`src/rtl/uart_tx_fifo.sv`:
```
// 8N1 UART transmitter (LSB first) fed by a small circular byte FIFO.
// Queued bytes go out back-to-back; a frame is exactly 10*g_Clks_Per_Bit cycles.
module uart_tx_fifo #(
  parameter int g_Clks_Per_Bit    = 10417,
  parameter int g_Fifo_Addr_Width = 2
) (
  input  logic                       i_Clk,
  input  logic                       i_Rst_L,
  input  logic                       i_TX_DV,
  input  logic [7:0]                 i_TX_Byte,
  output logic                       o_TX_Ready,
  output logic                       o_TX_Serial,
  output logic                       o_TX_Active,
  output logic                       o_TX_Done,
  output logic                       o_Overflow,
  output logic [g_Fifo_Addr_Width:0] o_Fifo_Count
);

  // state | meaning
  // IDLE  | line high, waiting for a queued byte
  // START | start bit (low)
  // DATA  | data bits 0..7 from the shift register
  // STOP  | stop bit (high); chains into START if more bytes are queued
  typedef enum logic [1:0] {IDLE, START, DATA, STOP} state_t;

  localparam int DEPTH = 2 ** g_Fifo_Addr_Width;
  localparam int CW    = (g_Clks_Per_Bit > 1) ? $clog2(g_Clks_Per_Bit) : 1;
  localparam logic [g_Fifo_Addr_Width:0] FULL = (g_Fifo_Addr_Width + 1)'(DEPTH);
  localparam logic [CW-1:0] BIT_LAST = CW'(g_Clks_Per_Bit - 1);

  state_t                       state, state_nxt;
  logic [CW-1:0]                clk_cnt, clk_cnt_nxt;
  logic [2:0]                   bit_idx, bit_idx_nxt;
  logic [7:0]                   shift;
  logic [7:0]                   mem [DEPTH];
  logic [g_Fifo_Addr_Width-1:0] wr_ptr, rd_ptr;
  logic [g_Fifo_Addr_Width:0]   count;
  logic                         bit_end, pop, push;

  assign bit_end      = (clk_cnt == BIT_LAST);
  assign o_TX_Ready   = (count < FULL);
  assign push         = i_TX_DV && o_TX_Ready;
  assign o_Overflow   = i_TX_DV && !o_TX_Ready;
  assign o_Fifo_Count = count;

  always_comb begin
    state_nxt   = state;
    clk_cnt_nxt = clk_cnt + 1'b1;
    bit_idx_nxt = bit_idx;
    pop         = 1'b0;
    o_TX_Serial = 1'b1;
    o_TX_Active = 1'b1;
    o_TX_Done   = 1'b0;
    case (state)
      IDLE: begin
        o_TX_Active = 1'b0;
        clk_cnt_nxt = '0;
        if (count != '0) begin
          pop       = 1'b1;
          state_nxt = START;
        end
      end
      START: begin
        o_TX_Serial = 1'b0;
        if (bit_end) begin
          clk_cnt_nxt = '0;
          bit_idx_nxt = '0;
          state_nxt   = DATA;
        end
      end
      DATA: begin
        o_TX_Serial = shift[bit_idx];
        if (bit_end) begin
          clk_cnt_nxt = '0;
          if (bit_idx == 3'd7) state_nxt = STOP;
          else                 bit_idx_nxt = bit_idx + 1'b1;
        end
      end
      STOP: begin
        if (bit_end) begin
          o_TX_Done   = 1'b1;
          clk_cnt_nxt = '0;
          // chain straight into the next frame so there is no idle gap
          if (count != '0) begin
            pop       = 1'b1;
            state_nxt = START;
          end else begin
            state_nxt = IDLE;
          end
        end
      end
      default: state_nxt = IDLE;
    endcase
  end

  always_ff @(posedge i_Clk or negedge i_Rst_L) begin
    if (!i_Rst_L) begin
      state   <= IDLE;
      clk_cnt <= '0;
      bit_idx <= '0;
      shift   <= '0;
      wr_ptr  <= '0;
      rd_ptr  <= '0;
      count   <= '0;
    end else begin
      state   <= state_nxt;
      clk_cnt <= clk_cnt_nxt;
      bit_idx <= bit_idx_nxt;
      if (pop) begin
        shift  <= mem[rd_ptr];
        rd_ptr <= rd_ptr + 1'b1;
      end
      if (push) wr_ptr <= wr_ptr + 1'b1;
      case ({push, pop})
        2'b10:   count <= count + 1'b1;
        2'b01:   count <= count - 1'b1;
        default: count <= count;
      endcase
    end
  end

  // storage needs no reset: an entry is only read after it has been written
  always_ff @(posedge i_Clk) begin
    if (push) mem[wr_ptr] <= i_TX_Byte;
  end

endmodule
```
`config.mk`:
```
export PLATFORM = sky130hd
export DESIGN_NAME = uart_tx_fifo
export DESIGN_NICKNAME = d
export VERILOG_FILES = /design/src/rtl/uart_tx_fifo.sv
export SDC_FILE = /design/constraint.sdc
export NUM_CORES = 1
export LEC_CHECK = 0
export CAP_MARGIN = 10
export CORE_UTILIZATION = 53
export DETAILED_ROUTE_END_ITERATION = 16
export PLACE_DENSITY = 0.75
export SYNTH_ARGS = -nofsm -noshare
export SYNTH_HDL_FRONTEND = slang
export SYNTH_SLANG_ARGS = --single-unit
```
`constraint.sdc`:
```
create_clock -name i_Clk -period 2.5 [get_ports i_Clk]
set_input_delay 0.25 -clock i_Clk [delete_from_list [all_inputs] [get_ports i_Clk]]
set_output_delay 0.25 -clock i_Clk [all_outputs]
set_load 0.01 [all_outputs]
```
# Word level (Yosys, flattened, before mapping)
# Memories as Yosys holds them, arrays and structs flattened. A register that Yosys moved wholly into a read port is not among the register bits.
# Index checks and enable logic that the tools add are counted.
# Widths: inputs -> output; s select.
dict set report word_totals {
  reg_bits 26
  mem_bits_rw 32
  input_bits 11
  output_inout_bits 8
  word_cells 64
  mem_count 1
}
dict set report classes {
  addsub 6
  n_lt_le_gt_ge 2
  eq_ne 13
  mux 25
  n_reduce_logical 11
}
# memory words word_bits read_ports rd_ports_with_merged_regs wr line_no
set memory_table {}
lappend memory_table {mem 4 8 1 1 1 35} ;# logic [7:0] mem [DEPTH];
# op n
set op_table {}
lappend op_table {{$pmux 14 s2} 1}
lappend op_table {{$add 14x1->14 const B} 1}
lappend op_table {{$eq 14x14->1 const B} 1}
lappend op_table {{$mux 14} 1}
lappend op_table {{$ne 2x2->1 const B} 6}
lappend op_table {{$pmux 3 s2} 2}
lappend op_table {{$mux 2} 5}
lappend op_table {{$mux 1} 9}
lappend op_table {{$mux 3} 3}
lappend op_table {{$pmux 2 s4} 1}
lappend op_table {{$add 3x1->3 const B} 2}
lappend op_table {{$eq 2x2->1 const B} 3}
lappend op_table {{$reduce_and 5->1} 1}
lappend op_table {{$add 2x1->2 const B} 2}
lappend op_table {{$eq 2x1->1 const B} 2}
lappend op_table {{$lt 3x4->1 const B} 1}
lappend op_table {{$pmux 1 s2} 2}
lappend op_table {{$reduce_and 4->1} 1}
lappend op_table {{$reduce_bool 2->1} 2}
lappend op_table {{$bmux 1 s3} 1}
lappend op_table {{$eq 3x3->1 const B} 1}
lappend op_table {{$lt 3x3->1 const B} 1}
lappend op_table {{$reduce_bool 3->1} 1}
lappend op_table {{$reduce_or 3->1} 1}
lappend op_table {{4 further kinds} 6}

# Longest topological paths before layout
dict set report logic_depth {
  depth_word 6
  ltp_mapped 12
  ltp_nobuf 12
}

# Least setup slack after synthesis
# Ideal clock, no wire load.
dict set report synth_path {
  path_kind {reg-to-reg}
  start {register clk_cnt[0]}
  end {register count[2] (netlist: o_Fifo_Count[2])}
  setup_time_ns 0.080
  arrival_time_ns 2.357
  setup_slack_ns 0.063
  stages_incl_launch_ff 13
  n_path_buf 0
  synth_period_minus_slack_ns 2.437
  path_cell_list {dfrtp_1 -> inv_1 -> ha_1 -> nor3b_1 -> and4_1 -> a21oi_1 -> nor2_1 -> ha_1 -> inv_1 -> fa_1 -> xor2_1 -> nor2_1 -> xnor2_1}
}
dict set report synth_between {
  elab_chain_cells 5
  elab_cells_between_ends 7
}
# element line_no
set synth_lines {}
lappend synth_lines {{start, declared} 32} ;# logic [CW-1:0] clk_cnt, clk_cnt_nxt;
lappend synth_lines {{start signal, assigned} 107} ;# clk_cnt <= clk_cnt_nxt;
lappend synth_lines {{$eq 14x14->1 *} 40} ;# assign bit_end = (clk_cnt == BIT_LAST);
lappend synth_lines {{$mux 1 *} 80} ;# if (bit_end) begin
lappend synth_lines {{$pmux 1 s2 *} 54} ;# case (state)
lappend synth_lines {{via pop} 38} ;# logic bit_end, pop, push;
lappend synth_lines {{$eq 2x1->1 or $eq 2x2->1 (tied branches)} 114} ;# case ({push, pop})
lappend synth_lines {{$pmux 3 s2 or $reduce_bool 2->1 (tied branches)} --}
lappend synth_lines {{end signal, assigned} 115} ;# 2'b10: count <= count + 1'b1;
lappend synth_lines {{end signal, assigned} 116} ;# 2'b01: count <= count - 1'b1;
lappend synth_lines {{end signal, assigned} 117} ;# default: count <= count;
lappend synth_lines {{end, declared} 37} ;# logic [g_Fifo_Addr_Width:0] count;
# Mark *: on every way through the listed nets, which the timed path passes. The rest lies on a longest branch.
# A chain may end at the register's enable or synchronous reset.

# Final worst setup path
dict set report layout_path {
  start {register clk_cnt[1]}
  end {output o_TX_Done}
}
dict set report layout_between {
  elab_chain_cells 3
}
# element line_no
set layout_lines {}
lappend layout_lines {{$eq 14x14->1} 40}
lappend layout_lines {{$mux 1} 80}
lappend layout_lines {{$mux 1} 54}
lappend layout_lines {{end, declared} 14} ;# output logic o_TX_Done,
# Every way passes these cells.

==> results.toml <==
[floorplan]
initial_core_util_pct = 56.3
die_x_um = 79.4
rows = 27
die_y_um = 79.4
num_io_pins = 19
core_sq_um = 5640
dieArea_sq_um = 6300

[critical_path]
crit_arrival_ns = 2.11
crit_path_end_kind = "output pin"
path_class = "reg2out"
cp.required_ns = 2.25
critPathMaxFanout = 4
worstSetupStartpointType = "flop"

[synthesis]
synth_simple_gate_area_share_pct = 13.8
ys_seq_area_share_pct = 57.1
synth_nets = 280
syn-cell-area_sq_um = 3170
syn_area_per_cell_sq_um = 12.4
synth_top_area_share_pct = 30.3
ys_warn_count = 0
muxShareOfSynthArea_pct = 8.20
synth_top_area_cell = "edfxtp_1"
yosys.area_share.adder_pct = 5.75
synth_top_family_by_area = "simple AND/OR/NAND/NOR gates"
syn-instance-count = 255
synth_xor_area_share_pct = 4.41
synth.distinct_cells = 40
synth_compound_area_share_pct = 7.65
ys_ff_latch = 66
yosys-top-cells-area = "edfxtp_1 30%, dfrtp_1 27%, mux4_2 7.1%"

[clock_network]
cts_inserted_buffers = 9
cts_sinks = 66
cts_buffer_depth = 2
cts_max_level = 3
holdBufCountCts = 0
post-cts-setup-buffer-count = 0
clk_pin_slew_ns = 0.07
root_buffer = "clkbuf_8"
cts_tree = "done"
clock_latency_ns = 0.34

[sta]
slew_headroom_pct = 60.7
tightest_slew_ns = 0.590
fin_crit_ns = 2.36
finalMaxSlewViolations = 0
max_freq_ghz = 0.424
skew_ns = 0.00659
rsz0062_at_grt = "no"
setup_violations = 0
post-route-period-util_pct = 94.4
tns_ns = 0
hold_viol_final = 0

[power]
power_switching_mw = 1.47
p_per_area_nw_per_um2 = 1130
clkPwrFrac_pct = 22.4
p_leak_nw = 1.46
power_mw = 4.22
pwr-share-comb_pct = 39.5
seqPwrFrac_pct = 38.1
netSwitchingFraction_pct = 34.9
p_int_mw = 2.75
ir_worst_vdd_v = 0.000724

[route]
wl_per_cell_um = 16.3
drc = 0
drt_iter0_drc = 112
wirelength_mm = 5.97
final_antenna_net_count = 0
via_per_inst = 5.60
vias = 2056
firstDrtPassIters = 4

[global_routing]
grt_pass1_wl_mm = 9.83
antenna_found_initial = 0
overflow = 0
grt_max_degree = 35
grt_pass1_vias = 2016
grt_usage_pct = 21.2

[finish]
fin_util_pct = 66.5
stdcell_count = 367
layout_common_cells = "32 x dfrtp_1, 32 x edfxtp_1, 26 x nand2_1, 21 x nor2_1, 18 x clkdlybuf4s50_1"
ff_latch_area_sq_um = 1810
syn2layout_area_growth_pct = 18.2
fillers = 411
fin_area_sq_um = 3750
final_layout_size_suffix_gt1_share_pct = 16.6
multi_input_area_sq_um = 1290
n_antenna_cell = 0
final_nets = 315

[placed_design]
dp.final_hpwl_mm = 3.81
placed_area_sq_um = 3520
place.port_buffers = 18
globalplace.congestion = 0.736
dp.cells = 351

[run_status]
outcome = "complete, no violations"

[job]
drv_cap = 0

[hold_path]
hold_class = "in2async"
==> worst paths after layout <==
check / from / to / slack [ns] / cells past startpoint
max in group asynchronous: i_Rst_L / clk_cnt[9] / 1.84 / 2
min: i_Rst_L / o_Fifo_Count[0] / 0.32 / 2
min reg2reg: clk_cnt[13] / clk_cnt[13] / 0.55 / 2
min in group i_Clk: i_TX_Byte[4] / mem[3][4] / 0.55 / 1
max reg2reg: clk_cnt[9] / o_Fifo_Count[2] / 0.15 / 10
max: clk_cnt[1] / o_TX_Done / 0.14 / 7
==> registers in the layout (all words and copies together) (netlist names) <==
register / flops
bit_idx: 3
clk_cnt: 14
mem: 32
o_Fifo_Count: 3
rd_ptr: 2
shift: 8
state: 2
wr_ptr: 2
==> cells in the mapped netlist, drive strengths merged <==
master,n
a211oi,2
a21oi,3
a221o,1
a22o,3
and2,5
and3,1
and4,2
buf,2
clkbuf,6
clkinv,1
dfrtp,34
edfxtp,32
fa,1
ha,13
inv,17
mux2,1
mux2i,2
mux4,10
nand2,26
nand2b,2
nand3,4
nand4,5
nor2,22
nor2b,2
nor3,5
nor3b,1
nor4,6
nor4b,1
o211ai,16
o21ai,6
o311ai,2
o31a,1
or2,2
or3,1
or4,1
xnor2,14
xor2,2
==> power by group through the flow <==
stage / Sequential, mW / Clock [mW] / Combinational (mW)
finish: 1.61 / 0.945 / 1.67
global route: 1.64 / 1.01 / 1.86
CTS: 1.61 / 0.954 / 1.64
detailed placement: 1.62 / 0 / 1.62
global placement: 1.61 / 0 / 1.59
floorplan: 1.55 / 0 / 1.12
==> critical path: stages (launching register included) <==
cell             delay [ns]
dfrtp_1                0.41
inv_1                  0.07
ha_1                   0.13
nor3b_2                0.18
buf_4                  0.14
nand4_2                0.13
nor2_2                 0.16
clkdlybuf4s50_1        0.56
==> per-layer routing <==
metal	share of wire [%]	GRT usage, %
met1	49	29.7
met2	46	31.9
met3	3.0	4.11
met4	1.5	9.82
met5	0	0
==> kinds of logic after synthesis <==
logic type	Yosys count
muxes	13
adders and majority gates	14
AOI/OAI and AO/OA	34
xor gates and xnor gates	16
buffers and inverters	26
DFF	66
and+or+nand+nor	86
==> stage by stage <==
step                hold WS, ns  setup slack, ns
floorplan               -0.0456           0.0630
global placement          0.510            0.161
detailed placement        0.523            0.111
CTS                       0.336           0.0413
global route              0.350          0.00535
finish                    0.322            0.139
==> timing repair <==
item | CTS | global route
pin swaps | 0 | 1
setup endpoints to repair | 1 | 3
resized for setup | 1 | 5
gates cloned | 0 | 0
==> area by class of cell <==
class,instances,area share (%)
Clock buffer,14,4.60
Clock inverter,2,0.934
Inverter,18,1.80
Multi-Input combinational cell,163,34.3
Sequential cell,66,48.4
Tap cell,72,2.40
Timing Repair Buffer,32,7.61
(Power assumes the default switching activity.)
